### src/rtl/button_event_arbiter.sv
// button_event_arbiter
//   Debounces NUM_BTNS raw push buttons using one shared tick prescaler.
//   Each debounced level produces PRESS, RELEASE and LONG events, and a
//   round-robin arbiter serialises them onto one valid/ready event port.
//   If `BTN_AUTO_REPEAT_EN is defined, REPEAT events (type 3) are also
//   issued every REPEAT_TICKS ticks after LONG while the button stays held.
//
// Ports
//   clk        system clock
//   rst_n      asynchronous active-low reset
//   btn_in     raw asynchronous button inputs, active high
//   btn_level  debounced levels
//   evt_valid  event available
//   evt_ready  consumer accepts the event when evt_valid & evt_ready
//   evt_btn    index of the button that produced the event
//   evt_type   0=PRESS, 1=RELEASE, 2=LONG, 3=REPEAT
//   ovf        sticky per-button overflow flags
//   ovf_clr    one-cycle pulse clearing all ovf bits
module button_event_arbiter #(
  parameter int  NUM_BTNS       = 4,
  parameter int  TICK_DIV       = 1024,
  parameter int  DEBOUNCE_TICKS = 64,
  parameter int  LONG_TICKS     = 1000,
  parameter int  REPEAT_TICKS   = 200,
  localparam int BW             = (NUM_BTNS > 1) ? $clog2(NUM_BTNS) : 1
) (
  input  logic                clk,
  input  logic                rst_n,
  input  logic [NUM_BTNS-1:0] btn_in,
  output logic [NUM_BTNS-1:0] btn_level,
  output logic                evt_valid,
  input  logic                evt_ready,
  output logic [BW-1:0]       evt_btn,
  output logic [1:0]          evt_type,
  output logic [NUM_BTNS-1:0] ovf,
  input  logic                ovf_clr
);

  if (NUM_BTNS < 1 || NUM_BTNS > 16 || TICK_DIV < 2 || DEBOUNCE_TICKS < 1 ||
      LONG_TICKS <= DEBOUNCE_TICKS || REPEAT_TICKS < 1) begin : g_param_check
    $error("button_event_arbiter: illegal parameter combination");
  end

  typedef enum logic [1:0] {
    EVT_PRESS   = 2'd0,
    EVT_RELEASE = 2'd1,
    EVT_LONG    = 2'd2,
    EVT_REPEAT  = 2'd3
  } evt_t;

`ifdef BTN_AUTO_REPEAT_EN
  localparam int NT = 4;
`else
  localparam int NT = 3;
`endif

  localparam int PW = $clog2(TICK_DIV);
  localparam int DW = $clog2(DEBOUNCE_TICKS + 1);
  localparam int HW = $clog2(LONG_TICKS + 1);

  localparam logic [PW-1:0] PRESC_LAST = PW'(TICK_DIV - 1);
  localparam logic [DW-1:0] DEB_MAX    = DW'(DEBOUNCE_TICKS);
  localparam logic [HW-1:0] LONG_MAX   = HW'(LONG_TICKS);

  // Pending bits are indexed by event type code.
  logic [NUM_BTNS-1:0] sync1, sync2;
  logic [PW-1:0]       presc;
  logic                tick;
  logic [DW-1:0]       deb_q  [NUM_BTNS];
  logic [DW-1:0]       deb_d  [NUM_BTNS];
  logic [HW-1:0]       hold_q [NUM_BTNS];
  logic [HW-1:0]       hold_d [NUM_BTNS];
  logic [NUM_BTNS-1:0] level_d;
  logic [NT-1:0]       det    [NUM_BTNS];
  logic [NT-1:0]       pend_q [NUM_BTNS];
  logic [NT-1:0]       pend_d [NUM_BTNS];
  logic [NT-1:0]       gnt    [NUM_BTNS];
  logic [NUM_BTNS-1:0] ovf_set;
  logic [BW-1:0]       ptr;
  logic [BW-1:0]       ptr_next;
  logic                found;
  logic                load;
  logic [BW-1:0]       gidx;
  logic [NT-1:0]       gpend;
  logic [NT-1:0]       gsel;
  evt_t                gtype;

`ifdef BTN_AUTO_REPEAT_EN
  localparam int RW = $clog2(REPEAT_TICKS + 1);
  localparam logic [RW-1:0] REP_LAST = RW'(REPEAT_TICKS - 1);
  logic [RW-1:0] rep_q [NUM_BTNS];
  logic [RW-1:0] rep_d [NUM_BTNS];
`endif

  assign tick = (presc == PRESC_LAST);

  // Per-button debounce, hold counting and event detection. Detection uses
  // the next-state level so a PRESS is pending on the same edge the level rises.
  always_comb begin
    for (int unsigned i = 0; i < NUM_BTNS; i++) begin
      deb_d[i]   = deb_q[i];
      level_d[i] = btn_level[i];
      hold_d[i]  = hold_q[i];
      det[i]     = '0;

      if (!sync2[i]) begin
        deb_d[i]   = '0;
        level_d[i] = 1'b0;
      end else if (tick && deb_q[i] != DEB_MAX) begin
        deb_d[i] = deb_q[i] + DW'(1);
        if (deb_d[i] == DEB_MAX) level_d[i] = 1'b1;
      end

      if (!btn_level[i]) begin
        hold_d[i] = '0;
      end else if (tick && hold_q[i] != LONG_MAX) begin
        hold_d[i] = hold_q[i] + HW'(1);
      end

      det[i][EVT_PRESS]   = level_d[i] & ~btn_level[i];
      det[i][EVT_RELEASE] = ~level_d[i] & btn_level[i];
      // Saturation at LONG_MAX makes this fire once per press.
      det[i][EVT_LONG]    = (hold_d[i] == LONG_MAX) && (hold_q[i] != LONG_MAX);

`ifdef BTN_AUTO_REPEAT_EN
      rep_d[i] = rep_q[i];
      if (!btn_level[i] || hold_q[i] != LONG_MAX) begin
        rep_d[i] = '0;
      end else if (tick) begin
        if (rep_q[i] == REP_LAST) begin
          rep_d[i]            = '0;
          det[i][EVT_REPEAT]  = 1'b1;
        end else begin
          rep_d[i] = rep_q[i] + RW'(1);
        end
      end
`endif
    end
  end

  // Round-robin: first requester at or above ptr, otherwise lowest overall.
  always_comb begin
    found = 1'b0;
    gidx  = '0;
    gpend = '0;
    for (int unsigned i = 0; i < NUM_BTNS; i++) begin
      if (!found && (|pend_q[i]) && (i >= 32'(ptr))) begin
        found = 1'b1;
        gidx  = BW'(i);
        gpend = pend_q[i];
      end
    end
    for (int unsigned i = 0; i < NUM_BTNS; i++) begin
      if (!found && (|pend_q[i])) begin
        found = 1'b1;
        gidx  = BW'(i);
        gpend = pend_q[i];
      end
    end

    gsel  = '0;
    gtype = EVT_PRESS;
    if (gpend[EVT_PRESS]) begin
      gsel[EVT_PRESS] = 1'b1;
      gtype           = EVT_PRESS;
    end else if (gpend[EVT_LONG]) begin
      gsel[EVT_LONG] = 1'b1;
      gtype          = EVT_LONG;
`ifdef BTN_AUTO_REPEAT_EN
    end else if (gpend[EVT_REPEAT]) begin
      gsel[EVT_REPEAT] = 1'b1;
      gtype            = EVT_REPEAT;
`endif
    end else if (gpend[EVT_RELEASE]) begin
      gsel[EVT_RELEASE] = 1'b1;
      gtype             = EVT_RELEASE;
    end

    load     = (!evt_valid || evt_ready) && found;
    ptr_next = (gidx == BW'(NUM_BTNS - 1)) ? '0 : gidx + BW'(1);
  end

  // A detection landing on a bit granted this cycle re-arms it without overflow.
  always_comb begin
    for (int unsigned i = 0; i < NUM_BTNS; i++) begin
      gnt[i]     = (load && gidx == BW'(i)) ? gsel : '0;
      pend_d[i]  = (pend_q[i] & ~gnt[i]) | det[i];
      ovf_set[i] = |(det[i] & pend_q[i] & ~gnt[i]);
    end
  end

  always_ff @(posedge clk or negedge rst_n) begin
    if (!rst_n) begin
      sync1     <= '0;
      sync2     <= '0;
      presc     <= '0;
      btn_level <= '0;
      ovf       <= '0;
      evt_valid <= 1'b0;
      evt_btn   <= '0;
      evt_type  <= '0;
      ptr       <= '0;
      for (int unsigned i = 0; i < NUM_BTNS; i++) begin
        deb_q[i]  <= '0;
        hold_q[i] <= '0;
        pend_q[i] <= '0;
`ifdef BTN_AUTO_REPEAT_EN
        rep_q[i]  <= '0;
`endif
      end
    end else begin
      sync1     <= btn_in;
      sync2     <= sync1;
      presc     <= tick ? '0 : presc + PW'(1);
      btn_level <= level_d;
      ovf       <= (ovf & ~{NUM_BTNS{ovf_clr}}) | ovf_set;
      for (int unsigned i = 0; i < NUM_BTNS; i++) begin
        deb_q[i]  <= deb_d[i];
        hold_q[i] <= hold_d[i];
        pend_q[i] <= pend_d[i];
`ifdef BTN_AUTO_REPEAT_EN
        rep_q[i]  <= rep_d[i];
`endif
      end
      if (load) begin
        evt_valid <= 1'b1;
        evt_btn   <= gidx;
        evt_type  <= gtype;
        ptr       <= ptr_next;
      end else if (evt_ready) begin
        evt_valid <= 1'b0;
      end
    end
  end

endmodule

### config.mk
export PLATFORM = sky130hd
export DESIGN_NAME = button_event_arbiter
export DESIGN_NICKNAME = d
export VERILOG_FILES = /design/src/rtl/button_event_arbiter.sv
export SDC_FILE = /design/constraint.sdc
export NUM_CORES = 1
export LEC_CHECK = 0
export CAP_MARGIN = 20
export CORE_ASPECT_RATIO = 1.2
export CORE_MARGIN = 3
export CORE_UTILIZATION = 44
export CTS_CLUSTER_DIAMETER = 120
export CTS_CLUSTER_SIZE = 25
export DETAILED_ROUTE_END_ITERATION = 7
export PLACE_DENSITY = 0.65
export SYNTH_ARGS = -nofsm -noshare
export SYNTH_HDL_FRONTEND = slang
export SYNTH_SLANG_ARGS = --single-unit
### constraint.sdc
create_clock -name clk -period 4 [get_ports clk]
set_input_delay 0.6 -clock clk [delete_from_list [all_inputs] [get_ports clk]]
set_output_delay 0.6 -clock clk [all_outputs]
set_load 0.01 [all_outputs]
# Word-level counts from Yosys, hierarchy flattened
# Cells that the tools add are included.
dict set report word_totals {
  memories 0
  wordCells 210
  inputBits 8
  out_inout_bits 13
  register_bits 113
  ramBits 0
  latch_bits 0
  romBits 0
}
dict set report classes {
  n_div 0
  shift 0
  n_mul 0
  n_bitwise 39
  n_reduce_logical 46
  n_lt_le_gt_ge 3
  eq_ne 24
  n_mux 67
  add_sub_neg 10
}
# operator count
set op_table {}
lappend op_table {{$mux 10} 9}
lappend op_table {{$mux 7} 8}
lappend op_table {{$add 10x1->10 const B} 5}
lappend op_table {{$eq 10x10->1 const B} 5}
lappend op_table {{$ne 10x10->1 const B} 4}
lappend op_table {{$and 3x3->3} 12}
lappend op_table {{$mux 3} 12}
lappend op_table {{$add 7x1->7 const B} 4}
lappend op_table {{$eq 7x7->1 const B} 4}
lappend op_table {{$mux 1} 28}
lappend op_table {{$ne 7x7->1 const B} 4}
lappend op_table {{$logic_and 1x1->1} 27}
lappend op_table {{$reduce_or 3->1} 8}
lappend op_table {{$mux 2} 10}
lappend op_table {{$not 3->3} 4}
lappend op_table {{$or 3x3->3} 4}
lappend op_table {{$and 1x1->1} 8}
lappend op_table {{$logic_not 1->1} 8}
lappend op_table {{$ne 2x1->1 const B} 4}
lappend op_table {{$not 1->1} 8}
lappend op_table {{$and 4x4->4} 1}
lappend op_table {{$eq 2x2->1 const B} 2}
lappend op_table {{$ge 1x2->1 const A} 2}
lappend op_table {{$not 4->4} 1}
lappend op_table {{other kinds (7)} 7}

# Logic depth before layout (Yosys ltp)
# Gate-level depths: netlist (run 1).
dict set report logic_depth {
  depth_word 34
  ltp_mapped 12
}

# Worst setup path before layout (run 1)
# OpenSTA, ideal clock, no wires.
dict set report synth_timing {
  path_kind {register to register}
  from {register presc[0]}
  to {register ovf[0]}
  required_ns 3.913
  arrival_ns 2.361
  n_path_buf 1
  synth_period_minus_slack_ns 2.447
  stages_incl_launch_ff 10
  setup_time_ns 0.087
  path_slack_ns 1.553
  cell_sequence {dfrtp_1 > ha_1 > and4_1 > buf_2 > nand3_1 > or4_1 > xnor2_1 > nor4_1 > nand4_1 > o211ai_1}
}
dict set report synth_between {
  elab_chain_cells 10
  word_cells_on_any_way 16
}
# element line
set synth_lines {}
lappend synth_lines {{from (decl)} 67} ;# logic [PW-1:0] presc;
lappend synth_lines {{from (signal assigned)} 214} ;# presc <= tick ? '0 : presc + PW'(1);
lappend synth_lines {{$eq 10x10->1 (*)} 95} ;# assign tick = (presc == PRESC_LAST);
lappend synth_lines {{$logic_and 1x1->1, on equally long branches} {116, 109}}
lappend synth_lines {{$mux 10 / $mux 1 (equally long branches)} {116, 109}}
lappend synth_lines {{$mux 10 / $mux 1 (equally long branches)} {114, 106}}
lappend synth_lines {{$eq 10x10->1 / $not 1->1 (equally long branches)} {123, 121}}
lappend synth_lines {{$logic_and 1x1->1 / $and 1x1->1 (equally long branches)} {123, 121}}
lappend synth_lines {{$and 3x3->3 (*) (2 in a row)} 188} ;# ovf_set[i] = |(det[i] & pend_q[i] & ~gnt[i]);
lappend synth_lines {{$reduce_or 3->1 (*)} 188}
lappend synth_lines {{$or 4x4->4 (*)} 216} ;# ovf <= (ovf & ~{NUM_BTNS{ovf_clr}}) | ovf_set;
lappend synth_lines {{to (signal assigned)} 216}
lappend synth_lines {{to (decl)} 35} ;# output logic [NUM_BTNS-1:0] ovf,
# Every way passes the cells marked *; elsewhere a longest branch is shown, timed or not.
# A chain may end at the register's enable or synchronous reset.

# Worst setup path after layout (run 1)
dict set report layout_timing {
  from {register presc[0]}
  to {register ovf[1]}
}
# Same word-level chain as after synthesis.

==> flow_metrics.env, run 1 <==
export IMPL_totalPowerFinal_w=0.00382
export IMPL_grt_overflow_total=0
export IMPL_place_congestion=0.902
export IMPL_worstReg2RegEnd="ovf[1]"
export IMPL_post_drt_wl_per_cell_um=15.7
export IMPL_clkTransAtPathRegs_ns=0.05
export IMPL_flow_area_growth_from_synthesis_pct=14.6
export IMPL_cts_setup_buffers=0
export IMPL_reg2regPathDepth=9
export IMPL_remaining_drc_errors=0
export IMPL_drt_pre_antenna_iters=5
export IMPL_floorplan_die_height_um=138
export IMPL_worstHoldPathType="in2async"
export IMPL_filler_cell_count=1252
export IMPL_met2WireLength_um=6820
export IMPL_power_per_cell_area_mw_per_mm2=522
export IMPL_top_level_ports=21
export IMPL_detailed_place_hpwl_um=9780
export IMPL_drtIter0Drc=455
export IMPL_final_setup_worst_slack_ns=0.934
export IMPL_met3_wirelength_um=477
export IMPL_synth_warnings=0
export IMPL_grt_max_degree=65
export IMPL_drv_slew=0
export IMPL_rrSetupSlack_ns=0.93
export IMPL_num_antenna_cells=0
export IMPL_number_of_antenna_violations_at_the_first_check_in_global_routing=0
export IMPL_ctsLongestPathBuffers=2
export IMPL_worst_r2r_startpoint="presc[0]"
export IMPL_synth_yosys_seq_area_share_pct=44.2
export IMPL_tightestPinTransition_ns=0.813
export IMPL_power_ir_vdd_worst_uv=275
export IMPL_topRoutingLayerUsed="met4"
export IMPL_synth_instances=677
export IMPL_end_kind="flip-flop"
export IMPL_timing_final_crit_share_pct=76.6
export IMPL_finalCriticalPeriod_ns=3.07
export IMPL_syn_area_sq_mm=0.00639
export IMPL_design_die_area_sq_mm=0.0160
export IMPL_synth_enable_flop_cells=0
export IMPL_die_x_um=116
export IMPL_timing_critical_path_from_type="flip-flop"
export IMPL_cts_htree_levels=4
export IMPL_rows=47
export IMPL_clock_sinks=113
export IMPL_worst_setup_path_type="reg2reg"
export IMPL_core_area_sq_mm=0.0140
export IMPL_drt_wl_total_um=13800
export IMPL_arrival_ns=3.39
export IMPL_layout_nets=724
export IMPL_initial_utilization_pct=45.7
export IMPL_asyncSetResetFlopFracSynth_pct=100
export IMPL_synth_ff_type="sky130_fd_sc_hd__dfrtp_1"
export IMPL_grt_pass1_vias=5030
export IMPL_port_bufs=20
export IMPL_cts_buffers_inserted=17
export IMPL_synth_net_count=704
export IMPL_setup_viol_count_final=0
export IMPL_post_cts_resize_count=0
export IMPL_hold_viol=0
export IMPL_worst_skew_pair_late_latency_ns=0.41
export IMPL_grt_first_pass_wirelength_um=23800
export IMPL_ys_types=67
export IMPL_worst_path_max_fanout=19
export IMPL_leakage_nw=3.00
export IMPL_vias_per_cell=5.64
export IMPL_avg_inst_size_synth_sq_um=9.44
export IMPL_clock_root_buffer="sky130_fd_sc_hd__clkbuf_16"
export IMPL_run_status="completed"
export IMPL_tritoncts_clock_tree="built"
export IMPL_place_worst_setup_slack_ns=0.972
export IMPL_timing_clock_skew_ns=0.00785
export IMPL_met1_length_um=6150
export IMPL_ant_nets=0
export IMPL_cap_violations=0
export IMPL_finalSetupTns_ns=0
export IMPL_drive_above_1_share_pct=7.89
export IMPL_max_slew_margin_pct=45.8
export IMPL_groute_usage_overall_pct=18.4
export IMPL_vias=4969
export IMPL_hold_buffers=0
export IMPL_grt_setup_unrepaired="no"
export IMPL_yosys_register_bits=113
export IMPL_worst_ep_required_time_ns=4.32
export IMPL_achievable_frequency_ghz=0.326
layout by cell type, fill, tap and decap left out, types with 17 or more instances in the layout:
cell                              count
sky130_fd_sc_hd__a21oi_1             25
sky130_fd_sc_hd__nand4_1             33
sky130_fd_sc_hd__or3_1               20
sky130_fd_sc_hd__clkdlybuf4s50_1     19
sky130_fd_sc_hd__xor2_1              20
sky130_fd_sc_hd__dfrtp_1            113
sky130_fd_sc_hd__nand2_1             62
sky130_fd_sc_hd__clkbuf_16           17
sky130_fd_sc_hd__nor2_1              50
sky130_fd_sc_hd__and2_1              29
sky130_fd_sc_hd__ha_1                19
sky130_fd_sc_hd__inv_1               35
sky130_fd_sc_hd__o21ai_0             17
sky130_fd_sc_hd__nand3_1             29
sky130_fd_sc_hd__xnor2_1             40
sequential cells by signal, indices dropped and copies added (netlist names):
| signal | count |
|---|---|
| hold_q | 40 |
| deb_q | 28 |
| pend_q | 12 |
| presc | 10 |
| btn_level | 4 |
| ovf | 4 |
| sync1 | 4 |
| sync2 | 4 |
| evt_btn | 2 |
| evt_type | 2 |
| ptr | 2 |
| evt_valid | 1 |
synthesized netlist by cell type (all sizes together) (20+ instances only):
| library cell | count | area [sq um] |
|---|---|---|
| nor3 | 21 | 146 |
| nand2 | 62 | 233 |
| nand3 | 29 | 145 |
| and2 | 29 | 181 |
| xor2 | 20 | 175 |
| xnor2 | 40 | 350 |
| a21oi | 25 | 125 |
| or3 | 21 | 136 |
| dfrtp | 113 | 2830 |
| inv | 36 | 135 |
| nor2 | 51 | 194 |
| nand4 | 33 | 206 |
per-layer routing:
| layer | track usage [%] | vias to the layer above |
|---|---|---|
| li1 | - | 2451 |
| met1 | 23.2 | 2389 |
| met2 | 30.1 | 106 |
| met3 | 4.02 | 23 |
| met4 | 7.88 | 0 |
| met5 | 0 | - |
report_power, final:
| group | switching [W] | leakage [nW] | total, W | internal (W) |
|---|---|---|---|---|
| sequential | 0.000119 | 1.53 | 0.00133 | 0.00121 |
| combinational | 0.000631 | 1.18 | 0.000989 | 0.000358 |
| clock | 0.000491 | 0.295 | 0.00150 | 0.00101 |
| total | 0.00124 | 3.00 | 0.00382 | 0.00258 |
layout make-up:
type	count	area, sq um	area share, %
multi-input cells	505	3320	45.4
clock inverters	4	70.1	0.957
flip-flops and latches	113	2830	38.6
well taps	171	214	2.92
inverters	36	135	1.85
repair buffers	24	228	3.11
clock buffers	28	527	7.19
cells by family after synthesis:
group | count (synthesis) | share of synthesized area (%)
flops | 113 | 44.2
xor+xnor | 60 | 8.22
mux | 2 | 0.313
fa+ha+maj | 19 | 3.72
simple gates | 309 | 26.8
compound gates | 115 | 12.9
buf+inv | 59 | 3.80
critical path, stage by stage (launching register included):
cell and delay, ns:
sky130_fd_sc_hd__dfrtp_1 0.42, sky130_fd_sc_hd__ha_1 0.29, sky130_fd_sc_hd__and4_1 0.41, sky130_fd_sc_hd__and3_1 0.58, sky130_fd_sc_hd__buf_4 0.35, sky130_fd_sc_hd__nand4_1 0.14
sky130_fd_sc_hd__xnor2_1 0.20, sky130_fd_sc_hd__and4b_1 0.22, sky130_fd_sc_hd__nand4_1 0.16, sky130_fd_sc_hd__o221ai_2 0.21
per-stage QoR:
step                      util, %  area [sq um]  hold WS, ns  cells
after global routing         52.3          7320        0.352    881
after CTS                    52.3          7320        0.323    881
after floorplan                 -          6390        0.304    677
after detailed placement     48.1          6730        0.336    849
after global placement       48.1          6730        0.334    849
final                        52.3          7320        0.288    881
worst max path at each step:
stage                     slack [ns]  cells after the start      from     end
final                           0.93                      9  presc[0]  ovf[1]
after global routing            0.60                      9  presc[0]  ovf[1]
after CTS                       0.97                      9  presc[0]  ovf[1]
after detailed placement        0.97                      9  presc[0]  ovf[1]
after global placement          1.12                      9  presc[0]  ovf[1]
after floorplan                 1.55                      9  presc[0]  ovf[0]
Power figures use the tool's default switching activity.
==> run 2: changes to the inputs <==
Settings changed: PLACE_DENSITY 0.65 to 0.68.
Clock period 4 ns to 2.52 ns, I/O delays scaled along.
==> run 2 against run 1 <==
  * The flow now finishes with violations (hold timing)
  * Clock skew up 0.0016 ns
  * Clock-buffer cell count shrank 2
  * Die area stayed put
  * Largest power group is now combinational cells
==> flow_metrics.env, run 2 (synthesis gave the netlist of run 1 again) <==
export IMPL_run_status="complete, but fails checks"
export IMPL_violations="hold timing"
export IMPL_most_used_cells_in_the_layout_excluding_fill_and_tap_cells="sky130_fd_sc_hd__dfrtp_1 (111), sky130_fd_sc_hd__nand2_1 (62), sky130_fd_sc_hd__buf_4 (56)"
export IMPL_die_x_um=116
export IMPL_timing_critical_path_from_type="flip-flop"
export IMPL_detailed_place_hpwl_um=11100
export IMPL_initial_utilization_pct=45.7
export IMPL_reg_top3="hold_q x40, deb_q x28, pend_q x12"
export IMPL_grt_overflow_total=0
export IMPL_cts_htree_levels=4
export IMPL_final_cells=933
export IMPL_rrSetupSlack_ns=0.03
export IMPL_power_frac_clock_pct=33.0
export IMPL_p_sw_share_pct=34.6
export IMPL_placed_cells=896
export IMPL_rows=47
export IMPL_flow_area_growth_from_synthesis_pct=22.5
export IMPL_reg2regPathDepth=9
export IMPL_ant_nets=0
export IMPL_clkTransAtPathRegs_ns=0.05
export IMPL_remaining_drc_errors=0
export IMPL_vias_per_cell=5.79
export IMPL_worstSetupStartpoint="pend_q[3]"
export IMPL_sequentialPowerShare_pct=30.3
export IMPL_finalCriticalPeriod_ns=2.49
export IMPL_achievable_frequency_ghz=0.402
export IMPL_timing_final_crit_share_pct=98.8
export IMPL_worst_path_max_fanout=8
export IMPL_leakage_nw=3.27
export IMPL_top_register="hold_q"
export IMPL_power_per_cell_area_mw_per_mm2=862
export IMPL_grt_setup_unrepaired="yes"
export IMPL_port_bufs=20
export IMPL_mostFrequentLayoutCell="sky130_fd_sc_hd__dfrtp_1"
export IMPL_post_drt_wl_per_cell_um=16.6
export IMPL_drive_above_1_share_pct=17.1
export IMPL_grt_first_pass_wirelength_um=26400
export IMPL_filler_cell_count=1221
export IMPL_timing_clock_skew_ns=0.00946
export IMPL_drt_pre_antenna_iters=5
export IMPL_cap_violations=0
export IMPL_cts_buffers_inserted=17
export IMPL_end_kind="flip-flop"
export IMPL_internal_power_w=0.00441
export IMPL_drtIter0Drc=383
export IMPL_layout_nets=777
export IMPL_max_slew_margin_pct=59.2
export IMPL_worst_ep_required_time_ns=2.79
export IMPL_worst_r2r_startpoint="pend_q[3]"
export IMPL_setup_viol_count_final=0
export IMPL_largest_reg_flops=40
export IMPL_worst_setup_path_type="reg2reg"
export IMPL_number_of_antenna_violations_at_the_first_check_in_global_routing=0
export IMPL_design_area_sq_mm=0.00783
export IMPL_ctsLongestPathBuffers=2
export IMPL_tightestPinTransition_ns=0.611
export IMPL_place_congestion=0.908
export IMPL_hold_viol=21
export IMPL_groute_usage_overall_pct=20.4
export IMPL_tritoncts_clock_tree="built"
export IMPL_timing_hold_ws_ns=-0.0292
export IMPL_place_worst_setup_slack_ns=-0.0961
export IMPL_grt_max_degree=48
export IMPL_top_level_ports=21
export IMPL_comb_power_share_pct=36.8
export IMPL_num_antenna_cells=0
export IMPL_clock_sinks=113
export IMPL_drv_slew=0
export IMPL_post_dp_cell_area_sq_mm=0.00709
export IMPL_p_switching_w=0.00233
export IMPL_power_ir_vdd_worst_uv=509
export IMPL_grt_pass1_vias=5519
export IMPL_drt_wl_total_um=15500
export IMPL_finalSetupTns_ns=0
export IMPL_worstHoldPathType="in2async"
export IMPL_arrival_ns=2.76
export IMPL_worst_skew_pair_late_latency_ns=0.41
export IMPL_final_setup_worst_slack_ns=0.0308
export IMPL_vias=5399
export IMPL_core_area_sq_mm=0.0140
export IMPL_floorplan_die_height_um=138
export IMPL_cp_endpoint="ovf[0]"
export IMPL_clock_root_buffer="sky130_fd_sc_hd__clkbuf_16"
export IMPL_design_die_area_sq_mm=0.0160
export IMPL_worstReg2RegEnd="ovf[0]"
-- run 2: per-stage QoR --
stage / util [%] / power (W)
finish: 55.9 / 0.00675
global route: 55.9 / 0.00706
CTS: 54.9 / 0.00645
detailed placement: 50.7 / 0.00412
global placement: 50.7 / 0.00415
floorplan: - / 0.00324
-- run 2: repair_timing --
action	CTS	global route
setup endpoints to repair	4	9
cloned	0	0
buffers inserted	3	3
pin swaps	2	5
resized for setup	3	26
hold buffers	0	0
-- run 2: worst min-delay path by stage --
stage / depth (start not counted) / slack [ns] / from / end
6_report: 1 / -0.03 / rst_n / hold_q[21]
4_1_cts: 1 / 0.0001 / rst_n / hold_q[20]
3_3_place_gp: 0 / 0.33 / sync1[2] / sync2[2]
3_5_place_dp: 0 / 0.34 / sync1[0] / sync2[0]
2_1_floorplan: 0 / 0.08 / rst_n / btn_level[0]
5_1_grt: 1 / 0.02 / rst_n / hold_q[22]
-- run 2: area by class of cell --
cell class / instances / area (sq um) / share of cell area, %
Clock buffer: 26 / 499 / 6.38
Tap cell: 171 / 214 / 2.73
Clock inverter: 5 / 52.6 / 0.671
Inverter: 36 / 135 / 1.73
Timing Repair Buffer: 77 / 642 / 8.20
Multi-Input combinational cell: 505 / 3450 / 44.1
Sequential cell: 113 / 2830 / 36.2
-- run 2: layer usage --
layer  global-route usage [%]  wire length (um)  vias to the layer above
li1                         -                 -                     2555
met1                     25.5              6620                     2660
met2                     34.1              7870                      137
met3                     4.15               542                       47
met4                     8.49               474                        0
met5                        0                 0                        -
-- run 2: power by group through the flow --
stage,logic (W),clock network [W],registers [W]
5_1_grt,0.00264,0.00237,0.00205
2_1_floorplan,0.00120,0,0.00204
6_report,0.00248,0.00222,0.00204
3_3_place_gp,0.00208,0,0.00206
4_1_cts,0.00214,0.00227,0.00204
3_5_place_dp,0.00205,0,0.00206
-- run 2: worst max-delay path: stages (launching register included) --
cell                       delay, ns
sky130_fd_sc_hd__dfrtp_1        0.40
sky130_fd_sc_hd__buf_4          0.19
sky130_fd_sc_hd__or3_1          0.43
sky130_fd_sc_hd__a21oi_2        0.25
sky130_fd_sc_hd__nor3_2         0.09
sky130_fd_sc_hd__nor4b_2        0.26
sky130_fd_sc_hd__buf_4          0.17
sky130_fd_sc_hd__nor3_4         0.07
sky130_fd_sc_hd__o311ai_0       0.37
sky130_fd_sc_hd__o211ai_1       0.14
==> run 3: changes to the inputs <==
Settings changed: DONT_BUFFER_PORTS from default to 1, PLACE_DENSITY 0.68 to 0.7.
==> run 3 against run 2 <==
  * Power down 2.6%
  * Global-route usage shrank 1.5 points
  * Final area fell by 2.7%
  * The flow still finishes with violations (hold timing)
  * Largest power group is now clock
  * First-iteration DRC count grew 7.6%
  * Sequential share of layout area rose by 1.1 points
  * Setup slack got worse by 0.0036 ns
  * Critical path type unchanged
  * Flip-flop and latch count unchanged
  * Routed wire length decreased by 5.3%
==> flow_metrics.env, run 3 (synthesis gave the netlist of run 1 again) <==
export IMPL_post_drt_wl_per_cell_um=16.3
export IMPL_drt_pre_antenna_iters=5
export IMPL_rrSetupSlack_ns=0.03
export IMPL_cts_htree_levels=4
export IMPL_clock_sinks=113
export IMPL_hold_viol=113
export IMPL_filler_cell_count=1195
export IMPL_utilization_pct=54.4
export IMPL_worst_skew_pair_late_latency_ns=0.41
export IMPL_timing_clock_skew_ns=0.0117
export IMPL_worst_setup_path_type="reg2reg"
export IMPL_die_x_um=116
export IMPL_ctsLongestPathBuffers=2
export IMPL_final_cells=902
export IMPL_grt_first_pass_wirelength_um=24500
export IMPL_ant_nets=0
export IMPL_drv_slew=0
export IMPL_final_seq_area_sq_mm=0.00283
export IMPL_max_slew_margin_pct=64.1
export IMPL_placed_cells=861
export IMPL_hold_buffers=4
export IMPL_run_status="complete, but fails checks"
export IMPL_layout_nets=746
export IMPL_power_per_cell_area_mw_per_mm2=863
export IMPL_end_kind="flip-flop"
export IMPL_power_ir_vdd_worst_uv=469
export IMPL_top_register="hold_q"
export IMPL_groute_usage_overall_pct=18.9
export IMPL_finalSetupTns_ns=0
export IMPL_post_dp_cell_area_sq_mm=0.00681
export IMPL_tightestPinTransition_ns=0.537
export IMPL_timing_final_crit_share_pct=98.9
export IMPL_top_level_ports=21
export IMPL_place_congestion=0.901
export IMPL_most_used_cells_in_the_layout_excluding_fill_and_tap_cells="sky130_fd_sc_hd__dfrtp_1 (108), sky130_fd_sc_hd__nand2_1 (62), sky130_fd_sc_hd__nor2_1 (49)"
export IMPL_worst_ep_required_time_ns=2.79
export IMPL_num_antenna_cells=0
export IMPL_timing_critical_path_from_type="flip-flop"
export IMPL_drt_wl_total_um=14700
export IMPL_leakage_nw=3.16
export IMPL_initial_utilization_pct=45.7
export IMPL_achievable_frequency_ghz=0.401
export IMPL_worstReg2RegEnd="ovf[0]"
export IMPL_drive_above_1_share_pct=15.5
export IMPL_flow_area_growth_from_synthesis_pct=19.1
export IMPL_number_of_antenna_violations_at_the_first_check_in_global_routing=0
export IMPL_multi_input_comb_area_sq_mm=0.00345
export IMPL_worst_r2r_startpoint="pend_q[4]"
export IMPL_cts_buffers_inserted=17
export IMPL_finalCriticalPeriod_ns=2.49
export IMPL_vias_per_cell=5.78
export IMPL_core_area_sq_mm=0.0140
export IMPL_setup_viol_count_final=0
export IMPL_rows=47
export IMPL_arrival_ns=2.76
export IMPL_grt_max_degree=114
export IMPL_largest_reg_flops=40
export IMPL_worstHoldPathType="in2async"
export IMPL_timing_hold_ws_ns=-0.342
export IMPL_worst_path_max_fanout=8
export IMPL_violations="hold timing"
export IMPL_grt_pass1_vias=5315
export IMPL_grt_setup_unrepaired="yes"
export IMPL_detailed_place_hpwl_um=10300
export IMPL_worstSetupStartpoint="pend_q[4]"
export IMPL_remaining_drc_errors=0
export IMPL_reg_top3="hold_q x40, deb_q x28, pend_q x12"
export IMPL_design_die_area_sq_mm=0.0160
export IMPL_reg2regPathDepth=9
export IMPL_vias=5213
export IMPL_clock_root_buffer="sky130_fd_sc_hd__clkbuf_16"
export IMPL_mostFrequentLayoutCell="sky130_fd_sc_hd__dfrtp_1"
export IMPL_floorplan_die_height_um=138
export IMPL_port_bufs=0
export IMPL_cap_violations=0
export IMPL_grt_overflow_total=0
export IMPL_design_area_sq_mm=0.00761
export IMPL_drtIter0Drc=412
export IMPL_clkTransAtPathRegs_ns=0.05
export IMPL_tritoncts_clock_tree="built"
run 3: changes by cell type in the layout (fill, tap and decap cells not counted), sizes merged:
cell,before,now
dlygate4sd3,0,4
buf,58,42
bufinv,1,2
clkinvlp,1,0
clkdlybuf4s50,19,0
run 3: layout make-up:
type	count	area share (%)
multi-input combinational	505	45.3
inverter	36	1.78
clock buffer	26	6.69
clock inverter	5	0.986
sequential	113	37.2
tap	171	2.81
timing repair buffer	46	5.16
run 3: what timing repair did:
action,4_1_cts,5_1_grt
pin swaps,0,3
resized for setup,3,27
hold endpoints to repair,117,113
buffers inserted,0,6
setup endpoints to repair,2,13
run 3: critical path, cell delays in order, from the launching register on:
cell and delay, ns:
sky130_fd_sc_hd__dfrtp_2 0.45, sky130_fd_sc_hd__nor3_4 0.40, sky130_fd_sc_hd__nor2_2 0.11, sky130_fd_sc_hd__o311a_2 0.42
sky130_fd_sc_hd__inv_1 0.08, sky130_fd_sc_hd__ha_1 0.14, sky130_fd_sc_hd__nand2_1 0.08, sky130_fd_sc_hd__or3_4 0.35
sky130_fd_sc_hd__a32oi_2 0.22, sky130_fd_sc_hd__o211ai_1 0.11
run 3: worst max path at each step:
stage              to  slack [ns]  depth (start not counted)
2_1_floorplan  ovf[0]        0.07                          9
3_3_place_gp   ovf[0]        0.05                          7
3_5_place_dp   ovf[1]       -0.03                          7
4_1_cts        ovf[0]       0.004                          9
5_1_grt        ovf[0]       -0.09                          9
6_report       ovf[0]        0.03                          9
run 3: report_power, final:
| group | internal, W | total, W | switching, W |
|---|---|---|---|
| clock | 0.00157 | 0.00235 | 0.000773 |
| combinational | 0.000878 | 0.00212 | 0.00124 |
| sequential | 0.00192 | 0.00210 | 0.000179 |
| total | 0.00438 | 0.00657 | 0.00219 |
run 3: per-stage QoR:
step | setup slack, ns | total power (W)
CTS | 0.00351 | 0.00628
global route | -0.0935 | 0.00688
floorplan | 0.0727 | 0.00324
finish | 0.0272 | 0.00657
detailed placement | -0.0287 | 0.00386
global placement | 0.0453 | 0.00389
run 3: metal layers:
| metal | GRT usage [%] | vias to the layer above | share of wire [%] |
|---|---|---|---|
| met4 | 8.19 | 0 | 2.2 |
| li1 | - | 2502 | - |
| met1 | 23.0 | 2580 | 44 |
| met2 | 30.9 | 103 | 51 |
| met5 | 0 | - | 0 |
| met3 | 5.46 | 28 | 3.4 |
